[src/rtl/mem_arbiter_pkg.sv]
// Shared definitions for the system RAM arbiter: ownership states and default burst/guard sizes.
// The loader imports the same constants so its burst assumptions track the arbiter.
package mem_arbiter_pkg;

   typedef enum logic [1:0] {
      StCpu   = 2'd0,
      StDma   = 2'd1,
      StGuard = 2'd2
   } arb_state_e;

   localparam int unsigned DefMaxBurst = 4;
   localparam int unsigned DefCpuMin   = 2;

   // Counter width for a range of n values; a single value still needs one bit.
   function automatic int unsigned cnt_width(input int unsigned n);
      return (n > 1) ? $clog2(n) : 1;
   endfunction

endpackage

[src/rtl/mem_arbiter.sv]
// Arbitrates the single-port registered-read RAM between the 6502 core and the DMA/loader master.
// The CPU owns the RAM by default; DMA steals bounded bursts, each followed by a CPU guard window.
module mem_arbiter
   import mem_arbiter_pkg::*;
#(
   parameter int unsigned AW        = 16,
   parameter int unsigned DW        = 8,
   parameter int unsigned MAX_BURST = DefMaxBurst,
   parameter int unsigned CPU_MIN   = DefCpuMin
) (
   input  logic          clk,
   input  logic          reset,
   input  logic [AW-1:0] cpu_addr,
   input  logic [DW-1:0] cpu_dout,
   input  logic          cpu_we,
   output logic [DW-1:0] cpu_din,
   output logic          cpu_rdy,
   input  logic          dma_req,
   input  logic [AW-1:0] dma_addr,
   input  logic [DW-1:0] dma_dout,
   input  logic          dma_we,
   output logic          dma_ack,
   output logic [DW-1:0] dma_din,
   output logic          dma_rvalid,
   output logic [AW-1:0] mem_addr,
   output logic [DW-1:0] mem_wdata,
   output logic          mem_we,
   input  logic [DW-1:0] mem_rdata
);

   localparam int unsigned BW = cnt_width(MAX_BURST);
   localparam int unsigned GW = cnt_width(CPU_MIN);
   localparam logic [BW-1:0] BurstLast = BW'(MAX_BURST - 1);
   localparam logic [GW-1:0] GuardLoad = GW'(CPU_MIN - 1);

   arb_state_e    state_q, state_d;
   logic [BW-1:0] burst_cnt_q, burst_cnt_d;
   logic [GW-1:0] guard_cnt_q, guard_cnt_d;
   logic          own_dma;
   logic          prev_cpu_q;
   logic          dma_rvalid_q;
   logic [DW-1:0] hold_q;

   assign own_dma = (state_q == StDma);

   always_comb begin
      state_d     = state_q;
      burst_cnt_d = burst_cnt_q;
      guard_cnt_d = guard_cnt_q;
      unique case (state_q)
         StCpu: begin
            if (dma_req) begin
               state_d     = StDma;
               burst_cnt_d = '0;
            end
         end
         StDma: begin
            // An idle cycle (request dropped) ends the burst just like the last acked cycle.
            if (!dma_req || (burst_cnt_q == BurstLast)) begin
               state_d     = StGuard;
               guard_cnt_d = GuardLoad;
            end else begin
               burst_cnt_d = burst_cnt_q + 1'b1;
            end
         end
         StGuard: begin
            if (guard_cnt_q == '0) begin
               if (dma_req) begin
                  state_d     = StDma;
                  burst_cnt_d = '0;
               end else begin
                  state_d = StCpu;
               end
            end else begin
               guard_cnt_d = guard_cnt_q - 1'b1;
            end
         end
         default: state_d = StCpu;
      endcase
   end

   always_comb begin
      cpu_rdy    = !own_dma;
      dma_ack    = own_dma & dma_req;
      mem_addr   = own_dma ? dma_addr : cpu_addr;
      mem_wdata  = own_dma ? dma_dout : cpu_dout;
      mem_we     = own_dma ? (dma_we & dma_req) : cpu_we;
      // Across a stall the CPU keeps seeing the result of its last performed cycle.
      cpu_din    = prev_cpu_q ? mem_rdata : hold_q;
      dma_din    = mem_rdata;
      dma_rvalid = dma_rvalid_q;
   end

   always_ff @(posedge clk) begin
      if (reset) begin
         state_q      <= StCpu;
         burst_cnt_q  <= '0;
         guard_cnt_q  <= '0;
         prev_cpu_q   <= 1'b1;
         dma_rvalid_q <= 1'b0;
         hold_q       <= '0;
      end else begin
         state_q      <= state_d;
         burst_cnt_q  <= burst_cnt_d;
         guard_cnt_q  <= guard_cnt_d;
         prev_cpu_q   <= !own_dma;
         dma_rvalid_q <= dma_ack & !dma_we;
         if (prev_cpu_q) begin
            hold_q <= mem_rdata;
         end
      end
   end

endmodule
[config.mk]
export PLATFORM = sky130hd
export DESIGN_NAME = mem_arbiter
export DESIGN_NICKNAME = d
export VERILOG_FILES = /design/src/rtl/mem_arbiter_pkg.sv /design/src/rtl/mem_arbiter.sv
export SDC_FILE = /design/constraint.sdc
export NUM_CORES = 1
export LEC_CHECK = 0
export BUFFER_PORTS_ARGS = -buffer_cell sky130_fd_sc_hd__buf_2
export CAP_MARGIN = 20
export CORE_MARGIN = 2
export CORE_UTILIZATION = 38
export CTS_CLUSTER_DIAMETER = 100
export DETAILED_ROUTE_END_ITERATION = 10
export PLACE_DENSITY_LB_ADDON = 0.12
export SETUP_SLACK_MARGIN = 0.3
export SLEW_MARGIN = 25
export SYNTH_ARGS = -nofsm -noshare
export SYNTH_HDL_FRONTEND = slang
export SYNTH_SLANG_ARGS = --single-unit
[constraint.sdc]
create_clock -name clk -period 2.45 [get_ports clk]
set_clock_uncertainty 0.05 [all_clocks]
set_input_delay 0.1225 -clock clk [delete_from_list [all_inputs] [get_ports clk]]
set_output_delay 0.1225 -clock clk [all_outputs]
set_load 0.005 [all_outputs]
Yosys cells after proc, flatten, opt, wreduce, memory -nomap -nowiden
Index checks and enable logic that the tools add are counted.
{"block": "word_totals", "register_bits": 15, "latch_bits": 0, "ramBits": 0, "romBits": 0, "inputBits": 61, "output_inout_bits": 44, "elab_cells": 44, "n_memories": 0}
{"block": "classes", "n_addsub": 2, "multipliers": 0, "n_div": 0, "n_lt_le_gt_ge": 0, "eq_ne": 7, "n_shift": 0, "mux": 16, "n_bitwise": 3, "n_reduce_logical": 10}
{"operator": "16-bit 2-to-1 mux", "count": 1}
{"operator": "8-bit 2-to-1 mux", "count": 2}
{"operator": "2-bit 2-to-1 mux", "count": 6}
{"operator": "2-bit case mux with 3 select lines", "count": 2}
{"operator": "2-bit inequality test, second input constant", "count": 3}
{"operator": "3-bit AND reduction", "count": 2}
{"operator": "2-bit equality test, second input constant", "count": 2}
{"operator": "1-bit 2-to-1 mux", "count": 4}
{"operator": "1-bit bitwise AND", "count": 3}
{"operator": "1-bit zero test", "count": 3}
{"operator": "3-bit nonzero test", "count": 1}
{"operator": "2-bit by 1-bit adder with 2-bit output, second input constant", "count": 1}
{"operator": "2-bit by 1-bit equality test with 1-bit output, second input constant", "count": 1}
{"operator": "2-bit zero test", "count": 1}
{"operator": "2-bit by 1-bit inequality test with 1-bit output, second input constant", "count": 1}
{"operator": "1-bit case mux with 2 select lines", "count": 1}
{"operator": "2-bit AND reduction", "count": 1}
{"operator": "2-bit nonzero test", "count": 1}
{"operator": "1-bit logical OR", "count": 1}
{"operator": "1-bit subtractor, second input constant", "count": 1}

Depth between registers and ports, before layout
Gate-level depths: netlist of run 1.
{"block": "logic_depth", "depth_word": 4, "ltp_mapped": 6, "ltp_nobuf": 4}

Worst setup path after synthesis of run 1
Ideal clock, no wire load.
{"block": "synth_timing", "path_type": "register to register", "from": "register state_q[0]", "to": "register burst_cnt_q[0]", "setup_ps": 132, "t_arrival_ps": 967, "required_ps": 2268, "path_slack_ps": 1301, "path_stages_with_launch": 5, "n_path_buf": 1, "synth_period_minus_slack_ps": 1149, "path_cell_list": "dfxtp_1 -> buf_4 -> or3b_1 -> o211ai_1 -> a21oi_1"}
{"block": "synth_via", "elab_chain_len": 3, "elab_cells_between_ends": 8, "classes_between": "eq/ne (4); mux (1); reduce/logical (3)"}
{"element": "from (decl)", "line_no": "mem_arbiter.sv:36", "text": "arb_state_e state_q, state_d;"}
{"element": "from (signal assigned)", "line_no": "mem_arbiter.sv:96", "text": "state_q <= StCpu;"}
{"element": "from (signal assigned)", "line_no": "mem_arbiter.sv:103", "text": "state_q <= state_d;"}
{"element": "2-bit by 1-bit equality test with 1-bit output, or another cell as far along", "line_no": "mem_arbiter.sv:50", "text": "unique case (state_q)"}
{"element": "2-bit inequality test (no source line) / 3-bit nonzero test (equally long branches)"}
{"element": "3-bit AND reduction (no source line)"}
{"element": "to (signal assigned)", "line_no": "mem_arbiter.sv:104", "text": "burst_cnt_q <= burst_cnt_d;"}
{"element": "to (decl)", "line_no": "mem_arbiter.sv:37", "text": "logic [BW-1:0] burst_cnt_q, burst_cnt_d;"}
Parallel ways exist; a longest one is shown, timed or not.
A chain may end at the register's enable or synchronous reset.

Final worst setup path of run 1
{"block": "layout_timing", "from": "register state_q[0]", "to": "output mem_addr[7]"}
{"block": "layout_via", "elab_chain_len": 2}
{"element": "2-bit by 1-bit equality test with 1-bit output", "line_no": "mem_arbiter.sv:44", "text": "assign own_dma = (state_q == StDma);"}
{"element": "16-bit 2-to-1 mux", "line_no": "mem_arbiter.sv:85", "text": "mem_addr = own_dma ? dma_addr : cpu_addr;"}
{"element": "to (decl)", "line_no": "mem_arbiter.sv:25", "text": "output logic [AW-1:0] mem_addr,"}
Every way passes these cells.

==> impl_metrics.env, run 1 <==
export IMPL_postSynthNetCount=212
export IMPL_clock_path_buffers=2
export IMPL_cts_buffers=3
export IMPL_wl_um=2680
export IMPL_routabilityCongestion=0.8018
export IMPL_grt_ovfl_total=0
export IMPL_hold_depth=3
export IMPL_startpoint="state_q[0]"
export IMPL_syn_inst=150
export IMPL_drive_gt1_share_pct=48.36
export IMPL_r2r_end="dma_rvalid"
export IMPL_worst_slew_pin_slew_ns=0.4181
export IMPL_ys_top_cells_by_area="dfxtp_1 (29%), nand2_1 (28%), buf_4 (8.8%)"
export IMPL_clock_latency_ns=0.28
export IMPL_grt_usage_pct=17.10
export IMPL_ir_worst_vdd_uv=304.2
export IMPL_avgSynthCellArea_um2=6.790
export IMPL_cts_root_buf="clkbuf_4"
export IMPL_drcViolationCount=0
export IMPL_path_common_cell="nand2_1"
export IMPL_reg2reg_slack_ns=0.95
export IMPL_finalSetupViolCount=0
export IMPL_ys_seq_area_share_pct=29.48
export IMPL_slowest_delay_ns=0.45
export IMPL_synth_top_area_share_pct=29.48
export IMPL_yosysUniqueCellTypes=23
export IMPL_design_die_area_um2=3110
export IMPL_cp_top_family="buffers and inverters"
export IMPL_multi_input_area_um2=595.6
export IMPL_syn_to_final_growth_pct=47.79
export IMPL_min_delay_start="dma_req"
export IMPL_nets=307
export IMPL_netlist_area_um2=1018
export IMPL_vias_per_cell=4.485
export IMPL_hold_viol=0
export IMPL_crit_fanout=30
export IMPL_end_kind="output pin"
export IMPL_path_cells="nor2b_4 > buf_4 > inv_2 > nand2_1 > nand2_1 > buf_2"
export IMPL_outcome="complete, no violations"
export IMPL_setup_tns_ns=0
export IMPL_drt_pass1_iter_count=4
export IMPL_synth_warnings=0
export IMPL_clk_pin_slew_worst_paths_ns=0.08
export IMPL_hold_end="state_q[0]"
export IMPL_rsz0062_at_grt="false"
export IMPL_r2r_start="state_q[0]"
export IMPL_wl_per_cell_um=9.781
export IMPL_cp_start_kind="flop"
export IMPL_drt_iter0_drc=13
export IMPL_yosys_area_top_type="dfxtp_1"
export IMPL_diodes=0
export IMPL_ios=105
export IMPL_fmax_mhz=521.2
export IMPL_power_leakage_nw=0.8893
export IMPL_path_buf_inv=3
export IMPL_regArea_um2=300.3
export IMPL_period_share_pct=78.31
export IMPL_grt_pass1_vias=1056
export IMPL_grt_pass1_wl_um=4264
export IMPL_fin_crit_ns=1.919
export IMPL_crit_type="flop to output pin"
export IMPL_die_y_um=55.77
export IMPL_numPortBuffers=104
export IMPL_slowest_stage="dfxtp_1"
export IMPL_post_cts_setup_buffers=0
export IMPL_hold_path_class="input port to flop"
export IMPL_reg2regPathDepth=4
export IMPL_fillers=271
export IMPL_max_cap_viol_count=0
export IMPL_relSlewSlack_pct=72.08
export IMPL_maxSlewViolCount=0
export IMPL_place_worst_setup_slack_ns=0.8240
export IMPL_die_x_um=55.77
export IMPL_antenna_found_initial=0
export IMPL_core_rowCount=18
export IMPL_crit_required_ns=2.28
export IMPL_core_area_um2=2500
export IMPL_grt_start_max_net_pins=31
export IMPL_start_util_pct=40.74
export IMPL_tritoncts="built"
export IMPL_h_tree_depth=1
export IMPL_dp_hpwl_um=2109
export IMPL_num_vias=1229
export IMPL_power_density_nw_per_um2=392.2
export IMPL_ys_ff_latch=15
export IMPL_setup_ws_ns=0.5314
export IMPL_postRouteAntennaNets=0
export IMPL_cp_arrival_ns=1.75
export IMPL_cts_sinks=15
-- per-stage QoR --
| step | total power [W] | hold WS [ns] | cell area [um2] | utilization, % | std cells |
|---|---|---|---|---|---|
| finish | 0.0005904 | 0.1139 | 1505 | 60.21 | 274 |
| global placement | 0.0004584 | 0.2713 | 1469 | 58.76 | 269 |
| detailed placement | 0.0004590 | 0.2718 | 1469 | 58.76 | 269 |
| CTS | 0.0006013 | 0.1122 | 1505 | 60.21 | 274 |
| global route | 0.0006382 | 0.1290 | 1505 | 60.21 | 274 |
| floorplan | 0.0003676 | 0.1441 | 1018 | - | 150 |
-- worst register-to-register path, stage by stage (launching register included) --
cell	delay [ns]
dfxtp_1	0.45
nor2b_4	0.18
buf_4	0.28
inv_2	0.25
nor3_1	0.22
-- state kept, by name, summed over array words and instances (netlist names) --
signal	flops
prev_cpu_q	1
hold_q	8
guard_cnt_q	1
burst_cnt_q	2
state_q	2
dma_rvalid	1
-- layout make-up --
class	instances	area share, %
flip-flops and latches	15	19.95
inverters	2	0.4988
repair buffers	106	35.74
multi-input cells	117	39.57
clock buffers	4	1.746
well taps	30	2.494
-- per-layer routing --
layer / GRT usage (%) / wire length (um) / up-vias
met5: 0 / 0 / -
met4: 10.10 / 62 / 0
met3: 4.186 / 229 / 7
met2: 30.44 / 1282 / 59
met1: 18.05 / 1105 / 506
li1: - / - / 657
-- cell usage in the layout (no fill, tap or decap) --
| master | netlist | layout |
|---|---|---|
| a211oi_1 | 1 | 1 |
| a21oi_1 | 5 | 5 |
| and2_1 | 2 | 2 |
| buf_2 | 2 | 104 |
| buf_4 | 12 | 1 |
| clkbuf_1 | 1 | 1 |
| clkbuf_4 | 0 | 3 |
| dfxtp_1 | 15 | 15 |
| dlygate4sd3_1 | 0 | 1 |
| ha_1 | 1 | 1 |
| inv_1 | 1 | 1 |
| inv_2 | 1 | 1 |
| mux2_2 | 8 | 8 |
| nand2_1 | 75 | 75 |
| nand2b_1 | 4 | 4 |
| nand3_1 | 1 | 1 |
| nand3b_1 | 2 | 2 |
| nor2_1 | 3 | 3 |
| nor2b_1 | 8 | 8 |
| nor2b_4 | 1 | 1 |
| nor3_1 | 1 | 1 |
| o2111ai_1 | 2 | 2 |
| o211ai_1 | 2 | 2 |
| or3b_1 | 1 | 1 |
-- power breakdown --
part	internal [W]	leakage (nW)	switching (W)
clock network	0.0000632	0.0150	0.0000744
registers	0.000256	0.124	0.00000746
logic	0.000105	0.751	0.0000852
-- worst max-delay path by stage --
stage / endpoint / depth (start not counted)
after floorplan: burst_cnt_q[0] / 4
after global placement: mem_wdata[7] / 6
after detailed placement: mem_addr[7] / 6
after CTS: mem_addr[7] / 6
after global routing: mem_wdata[4] / 6
final: mem_addr[7] / 6
-- kinds of logic after synthesis --
kind of cell,synth area share [%]
compound gates,6.388
mux,8.846
simple gates,42.01
buf+inv,12.04
fa+ha+maj,1.228
flops,29.48
-- cell usage after synthesis, drive strengths merged --
library cell   n
o211ai         2
nand2         75
dfxtp         15
nand3b         2
a21oi          5
nor2b          9
buf           15
o2111ai        2
nand2b         4
nor3           1
a211oi         1
or3b           1
inv            2
ha             1
nand3          1
nor2           3
mux2           8
and2           2
clkbuf         1
-- repair_timing --
item	in CTS	in global routing
hold buffers	1	0
hold endpoints to repair	1	0
resized for setup	0	0
Note: power is estimated with default switching activity, not from simulation.
==> run 2: changes to the inputs <==
--- a/config.mk
+++ b/config.mk
@@ -8,7 +8,7 @@
 export BUFFER_PORTS_ARGS = -buffer_cell sky130_fd_sc_hd__buf_2
 export CAP_MARGIN = 20
 export CORE_MARGIN = 2
-export CORE_UTILIZATION = 38
+export CORE_UTILIZATION = 32
 export CTS_CLUSTER_DIAMETER = 100
 export DETAILED_ROUTE_END_ITERATION = 10
 export PLACE_DENSITY_LB_ADDON = 0.12
==> constraint.sdc (replaced) <==
create_clock -name clk -period 1.5 [get_ports clk]
set_clock_uncertainty 0.05 [all_clocks]
set_input_delay 0.075 -clock clk [delete_from_list [all_inputs] [get_ports clk]]
set_output_delay 0.075 -clock clk [all_outputs]
set_load 0.005 [all_outputs]
==> run 2 against run 1 <==
Clock power rose by 67%. Die area rose by 17%. Register-to-register slack got worse by 0.70 ns. Critical path depth did not move. Via count rose by 4.7%. Worst hold slack got worse by 0.053 ns. Sequential cell count did not move. Final cell count rose by 8.4%. First-iteration DRC count rose by 69%.
==> impl_metrics.env, run 2 (synthesized netlist as in run 1, its figures left out) <==
export IMPL_design_die_area_um2=3650
export IMPL_die_x_um=60.42
export IMPL_power_leakage_nw=1.014
export IMPL_crit_fanout=8
export IMPL_largest_reg_flops=8
export IMPL_slowest_delay_ns=0.35
export IMPL_end_kind="output pin"
export IMPL_whs_ns=0.06077
export IMPL_crit_required_ns=1.37
export IMPL_power_density_nw_per_um2=591.6
export IMPL_largest_register="hold_q"
export IMPL_drcViolationCount=0
export IMPL_slowest_stage="dfxtp_4"
export IMPL_grt_pass1_vias=1119
export IMPL_fmax_mhz=710.0
export IMPL_setup_tns_ns=0
export IMPL_path_common_cell="nand2_2"
export IMPL_finalSetupViolCount=0
export IMPL_vias_per_cell=4.333
export IMPL_drt_pass1_iter_count=4
export IMPL_grt_ovfl_total=0
export IMPL_tritoncts="built"
export IMPL_grt_usage_pct=16.49
export IMPL_setup_ws_ns=0.09156
export IMPL_diodes=0
export IMPL_core_rowCount=20
export IMPL_switching_share_pct=28.99
export IMPL_comb_power_share_pct=37.7
export IMPL_max_cap_viol_count=0
export IMPL_h_tree_depth=1
export IMPL_cp_top_family="buffers and inverters"
export IMPL_r2r_start="state_q[0]"
export IMPL_postRouteAntennaNets=0
export IMPL_sequentialPowerShare_pct=40.5
export IMPL_r2r_end="burst_cnt_q[1]"
export IMPL_clock_latency_ns=0.28
export IMPL_ir_worst_vdd_uv=237.4
export IMPL_period_share_pct=93.90
export IMPL_path_buf_inv=3
export IMPL_cp_start_kind="flop"
export IMPL_ios=105
export IMPL_multi_input_area_um2=674.4
export IMPL_path_cells="nor2b_4 > buf_12 > buf_8 > nand2_2 > nand2_2 > buf_2"
export IMPL_startpoint="state_q[0]"
export IMPL_rsz0062_at_grt="true"
export IMPL_grt_pass1_wl_um=4574
export IMPL_numPortBuffers=104
export IMPL_grt_start_max_net_pins=15
export IMPL_hold_viol=0
export IMPL_crit_type="flop to output pin"
export IMPL_clock_path_buffers=2
export IMPL_core_area_um2=3028
export IMPL_start_util_pct=33.64
export IMPL_cts_root_buf="clkbuf_4"
export IMPL_fin_crit_ns=1.408
export IMPL_routabilityCongestion=0.7072
export IMPL_wl_um=3062
export IMPL_top_regs="hold_q (8), burst_cnt_q (2), state_q (2)"
export IMPL_place_worst_setup_slack_ns=0.1169
export IMPL_dp_hpwl_um=2264
export IMPL_cp_num_cells=6
export IMPL_syn_to_final_growth_pct=75.06
export IMPL_cts_buffers=3
export IMPL_wl_per_cell_um=10.31
export IMPL_nets=316
export IMPL_outcome="complete, no violations"
export IMPL_fillers=303
export IMPL_switching_power_w=0.0003058
export IMPL_hold_depth=2
export IMPL_clock_power_share_pct=21.8
export IMPL_antenna_found_initial=0
export IMPL_reg2reg_slack_ns=0.25
export IMPL_maxSlewViolCount=0
export IMPL_clk_pin_slew_worst_paths_ns=0.09
export IMPL_hold_path_class="input port to flop"
export IMPL_drive_gt1_share_pct=58.89
export IMPL_layout_common_cells="buf_2 (95), nand2_1 (61), nand2_2 (14), buf_6 (12), dfxtp_1 (11)"
export IMPL_endpoint="mem_addr[6]"
export IMPL_num_vias=1287
export IMPL_cp_arrival_ns=1.28
export IMPL_relSlewSlack_pct=84.64
export IMPL_die_y_um=60.42
export IMPL_drt_iter0_drc=22
export IMPL_final_common_cell="buf_2"
export IMPL_p_int_w=0.0007490
export IMPL_final_util_pct=58.88
export IMPL_regArea_um2=312.8
export IMPL_reg2regPathDepth=6
export IMPL_worst_slew_pin_slew_ns=0.2305
export IMPL_cts_sinks=15
-- run 2: cell type report --
type                    count  share of cell area, %
clock buffers               4                  1.474
repair buffers            114                  38.88
repair inverters            1                 0.3509
well taps                  44                  3.088
flip-flops and latches     15                  17.54
multi-input cells         117                  37.82
inverters                   2                 0.8421
-- run 2: what timing repair did --
action                                  4_1_cts  5_1_grt
setup buffers                                 6        0
endpoints found under the setup margin       46       39
hold endpoints to repair                      1        0
pin swaps                                    12        4
hold buffers                                  1        0
cloned                                        2        0
gates resized for setup                      43       10
-- run 2: layer usage --
layer	track usage (%)	routed length [um]
met1	20.42	1206
met2	27.95	1598
met3	2.985	206
met4	7.453	51
met5	0	0
-- run 2: worst register-to-register path, cell delays in order, from the launching register on --
cell and delay (ns):
dfxtp_4 0.35, nor2b_4 0.18, buf_12 0.13, buf_8 0.13, buf_4 0.12, o2111ai_1 0.10
a21oi_1 0.13
-- run 2: power groups by stage --
stage | clock (W) | combinational (W) | sequential, W
4_1_cts | 0.000236 | 0.000394 | 0.000427
6_report | 0.000230 | 0.000397 | 0.000427
3_5_place_dp | 0 | 0.000313 | 0.000440
3_3_place_gp | 0 | 0.000313 | 0.000439
5_1_grt | 0.000258 | 0.000443 | 0.000430
2_1_floorplan | 0 | 0.000168 | 0.000432
-- run 2: worst min-delay path by stage --
| stage | slack (ns) | start | end |
|---|---|---|---|
| after global routing | 0.08 | dma_req | state_q[0] |
| after global placement | 0.21 | dma_we | dma_rvalid |
| after detailed placement | 0.22 | dma_we | dma_rvalid |
| final | 0.06 | reset | state_q[1] |
| after floorplan | 0.1 | reset | hold_q[4] |
| after CTS | 0.07 | reset | state_q[1] |
-- run 2: per-stage QoR --
stage	power, W	area (um2)	instances
after floorplan	0.0006005	1018	150
after global placement	0.0007517	1494	284
after detailed placement	0.0007536	1494	284
after CTS	0.001057	1757	297
after global routing	0.001130	1783	297
final	0.001055	1783	297
==> run 3: changes to the inputs <==
--- a/config.mk
+++ b/config.mk
@@ -5,13 +5,14 @@
 export SDC_FILE = /design/constraint.sdc
 export NUM_CORES = 1
 export LEC_CHECK = 0
+export ABC_CLOCK_PERIOD_IN_PS = 1500
 export BUFFER_PORTS_ARGS = -buffer_cell sky130_fd_sc_hd__buf_2
 export CAP_MARGIN = 20
 export CORE_MARGIN = 2
 export CORE_UTILIZATION = 32
 export CTS_CLUSTER_DIAMETER = 100
 export DETAILED_ROUTE_END_ITERATION = 10
-export PLACE_DENSITY_LB_ADDON = 0.12
+export PLACE_DENSITY = 0.77
 export SETUP_SLACK_MARGIN = 0.3
 export SLEW_MARGIN = 25
 export SYNTH_ARGS = -nofsm -noshare
==> run 3 against run 2 <==
Die area unchanged. Total power increased by 1.2%. Routed wire length rose by 8.5%. Sequential cell count did not move. Final cell count up 0.67%. Critical endpoint is now mem_we. Critical path depth unchanged. Via count is 2.4% higher.
==> impl_metrics.env, run 3 (synthesized netlist as in run 1, its figures left out) <==
export IMPL_outcome="complete, no violations"
export IMPL_power_density_nw_per_um2=592.5
export IMPL_crit_required_ns=1.37
export IMPL_startpoint="state_q[0]"
export IMPL_setup_tns_ns=0
export IMPL_cp_start_kind="flop"
export IMPL_endpoint="mem_we"
export IMPL_top_regs="hold_q (8), burst_cnt_q (2), state_q (2)"
export IMPL_hold_viol=0
export IMPL_cts_sinks=15
export IMPL_ios=105
export IMPL_routabilityCongestion=0.7976
export IMPL_final_util_pct=59.50
export IMPL_nets=318
export IMPL_syn_to_final_growth_pct=76.90
export IMPL_max_cap_viol_count=0
export IMPL_path_cells="nor2b_4 > buf_6 > buf_8 > nand3_2 > nand2_1 > buf_2"
export IMPL_dp_hpwl_um=2183
export IMPL_start_util_pct=33.64
export IMPL_layout_common_cells="buf_2 (95), nand2_1 (60), nand2_2 (15), buf_6 (15), dfxtp_1 (12)"
export IMPL_clock_latency_ns=0.28
export IMPL_reg2reg_slack_ns=0.25
export IMPL_tritoncts="built"
export IMPL_design_die_area_um2=3650
export IMPL_fmax_mhz=705.0
export IMPL_antenna_found_initial=0
export IMPL_postRouteAntennaNets=0
export IMPL_worst_slew_pin_slew_ns=0.2559
export IMPL_drt_pass1_iter_count=4
export IMPL_drcViolationCount=0
export IMPL_finalPower_w=0.001068
export IMPL_grt_usage_pct=17.01
export IMPL_wl_um=3323
export IMPL_die_y_um=60.42
export IMPL_grt_pass1_vias=1179
export IMPL_r2r_start="state_q[0]"
export IMPL_crit_fanout=8
export IMPL_core_rowCount=20
export IMPL_num_vias=1318
export IMPL_drt_iter0_drc=34
export IMPL_period_share_pct=94.57
export IMPL_clk_pin_slew_worst_paths_ns=0.09
export IMPL_h_tree_depth=1
export IMPL_maxSlewViolCount=0
export IMPL_cp_arrival_ns=1.29
export IMPL_instances_no_fill=299
export IMPL_cts_root_buf="clkbuf_4"
export IMPL_hold_path_class="input port to flop"
export IMPL_power_leakage_nw=1.030
export IMPL_r2r_end="burst_cnt_q[0]"
export IMPL_grt_start_max_net_pins=15
export IMPL_grt_pass1_wl_um=4719
export IMPL_end_kind="output pin"
export IMPL_cts_buffers=3
export IMPL_slowest_stage="dfxtp_4"
export IMPL_largest_reg_flops=8
export IMPL_wl_per_cell_um=11.11
export IMPL_grt_ovfl_total=0
export IMPL_reg2regPathDepth=6
export IMPL_crit_type="flop to output pin"
export IMPL_die_x_um=60.42
export IMPL_ir_worst_vdd_uv=301.0
export IMPL_diodes=0
export IMPL_numPortBuffers=104
export IMPL_whs_ns=0.08150
export IMPL_finalSetupViolCount=0
export IMPL_clock_path_buffers=2
export IMPL_fin_crit_ns=1.418
export IMPL_vias_per_cell=4.408
export IMPL_final_common_cell="buf_2"
export IMPL_place_inst=284
export IMPL_rsz0062_at_grt="true"
export IMPL_core_area_um2=3028
export IMPL_slowest_delay_ns=0.35
export IMPL_relSlewSlack_pct=82.94
export IMPL_drive_gt1_share_pct=59.61
export IMPL_largest_register="hold_q"
[run 3: cell type report]
type,count,area [um2]
clock buffers,3,22.52
flip-flops and latches,15,311.5
well taps,44,55.05
repair inverters,1,11.26
repair buffers,116,699.4
clock inverters,1,5.005
multi-input cells,117,676.9
inverters,2,20.02
fillers,277,1226
[run 3: how the worst min path moves through the flow]
stage	start	end	slack, ns	depth (start not counted)
final	reset	hold_q[3]	0.08	2
after detailed placement	dma_we	dma_rvalid	0.21	2
after global routing	reset	hold_q[0]	0.09	2
after CTS	reset	hold_q[4]	0.07	2
after global placement	dma_we	dma_rvalid	0.21	2
after floorplan	reset	hold_q[4]	0.1	1
[run 3: power by group]
| part | switching [W] | leakage, nW | internal [W] |
|---|---|---|---|
| combinational | 0.000176 | 0.887 | 0.000235 |
| clock | 0.000130 | 0.0177 | 0.0000990 |
| sequential | 0.0000129 | 0.125 | 0.000415 |
| total | 0.000319 | 1.03 | 0.000749 |
[run 3: critical path: cells and delay by family, from the launching register on]
| family | cells | cell delay (ns) |
|---|---|---|
| AND/OR/NAND/NOR | 3 | 0.32 |
| flip-flops | 1 | 0.35 |
| buffers and inverters | 3 | 0.33 |
[run 3: timing repair]
| item | CTS | global route |
|---|---|---|
| setup buffers | 6 | 2 |
| gates resized for setup | 35 | 21 |
| hold buffers | 1 | 0 |
| pin swaps | 1 | 8 |
| hold endpoints to repair | 1 | 0 |
| cloned | 2 | 0 |
| setup endpoints to repair | 46 | 37 |
[run 3: layer usage]
layer  track usage [%]  vias to the layer above  wire, um
li1                  -                      675         -
met1             19.09                      580      1323
met2             32.45                       61      1722
met3             4.051                        2       258
met4             3.727                        0        19
met5                 0                        -         0
[run 3: metrics by stage]
stage	setup slack [ns]	area, um2
after global routing	0.01052	1802
after detailed placement	0.1281	1494
after floorplan	0.3511	1018
after CTS	0.09732	1728
after global placement	0.1723	1494
final	0.08152	1802
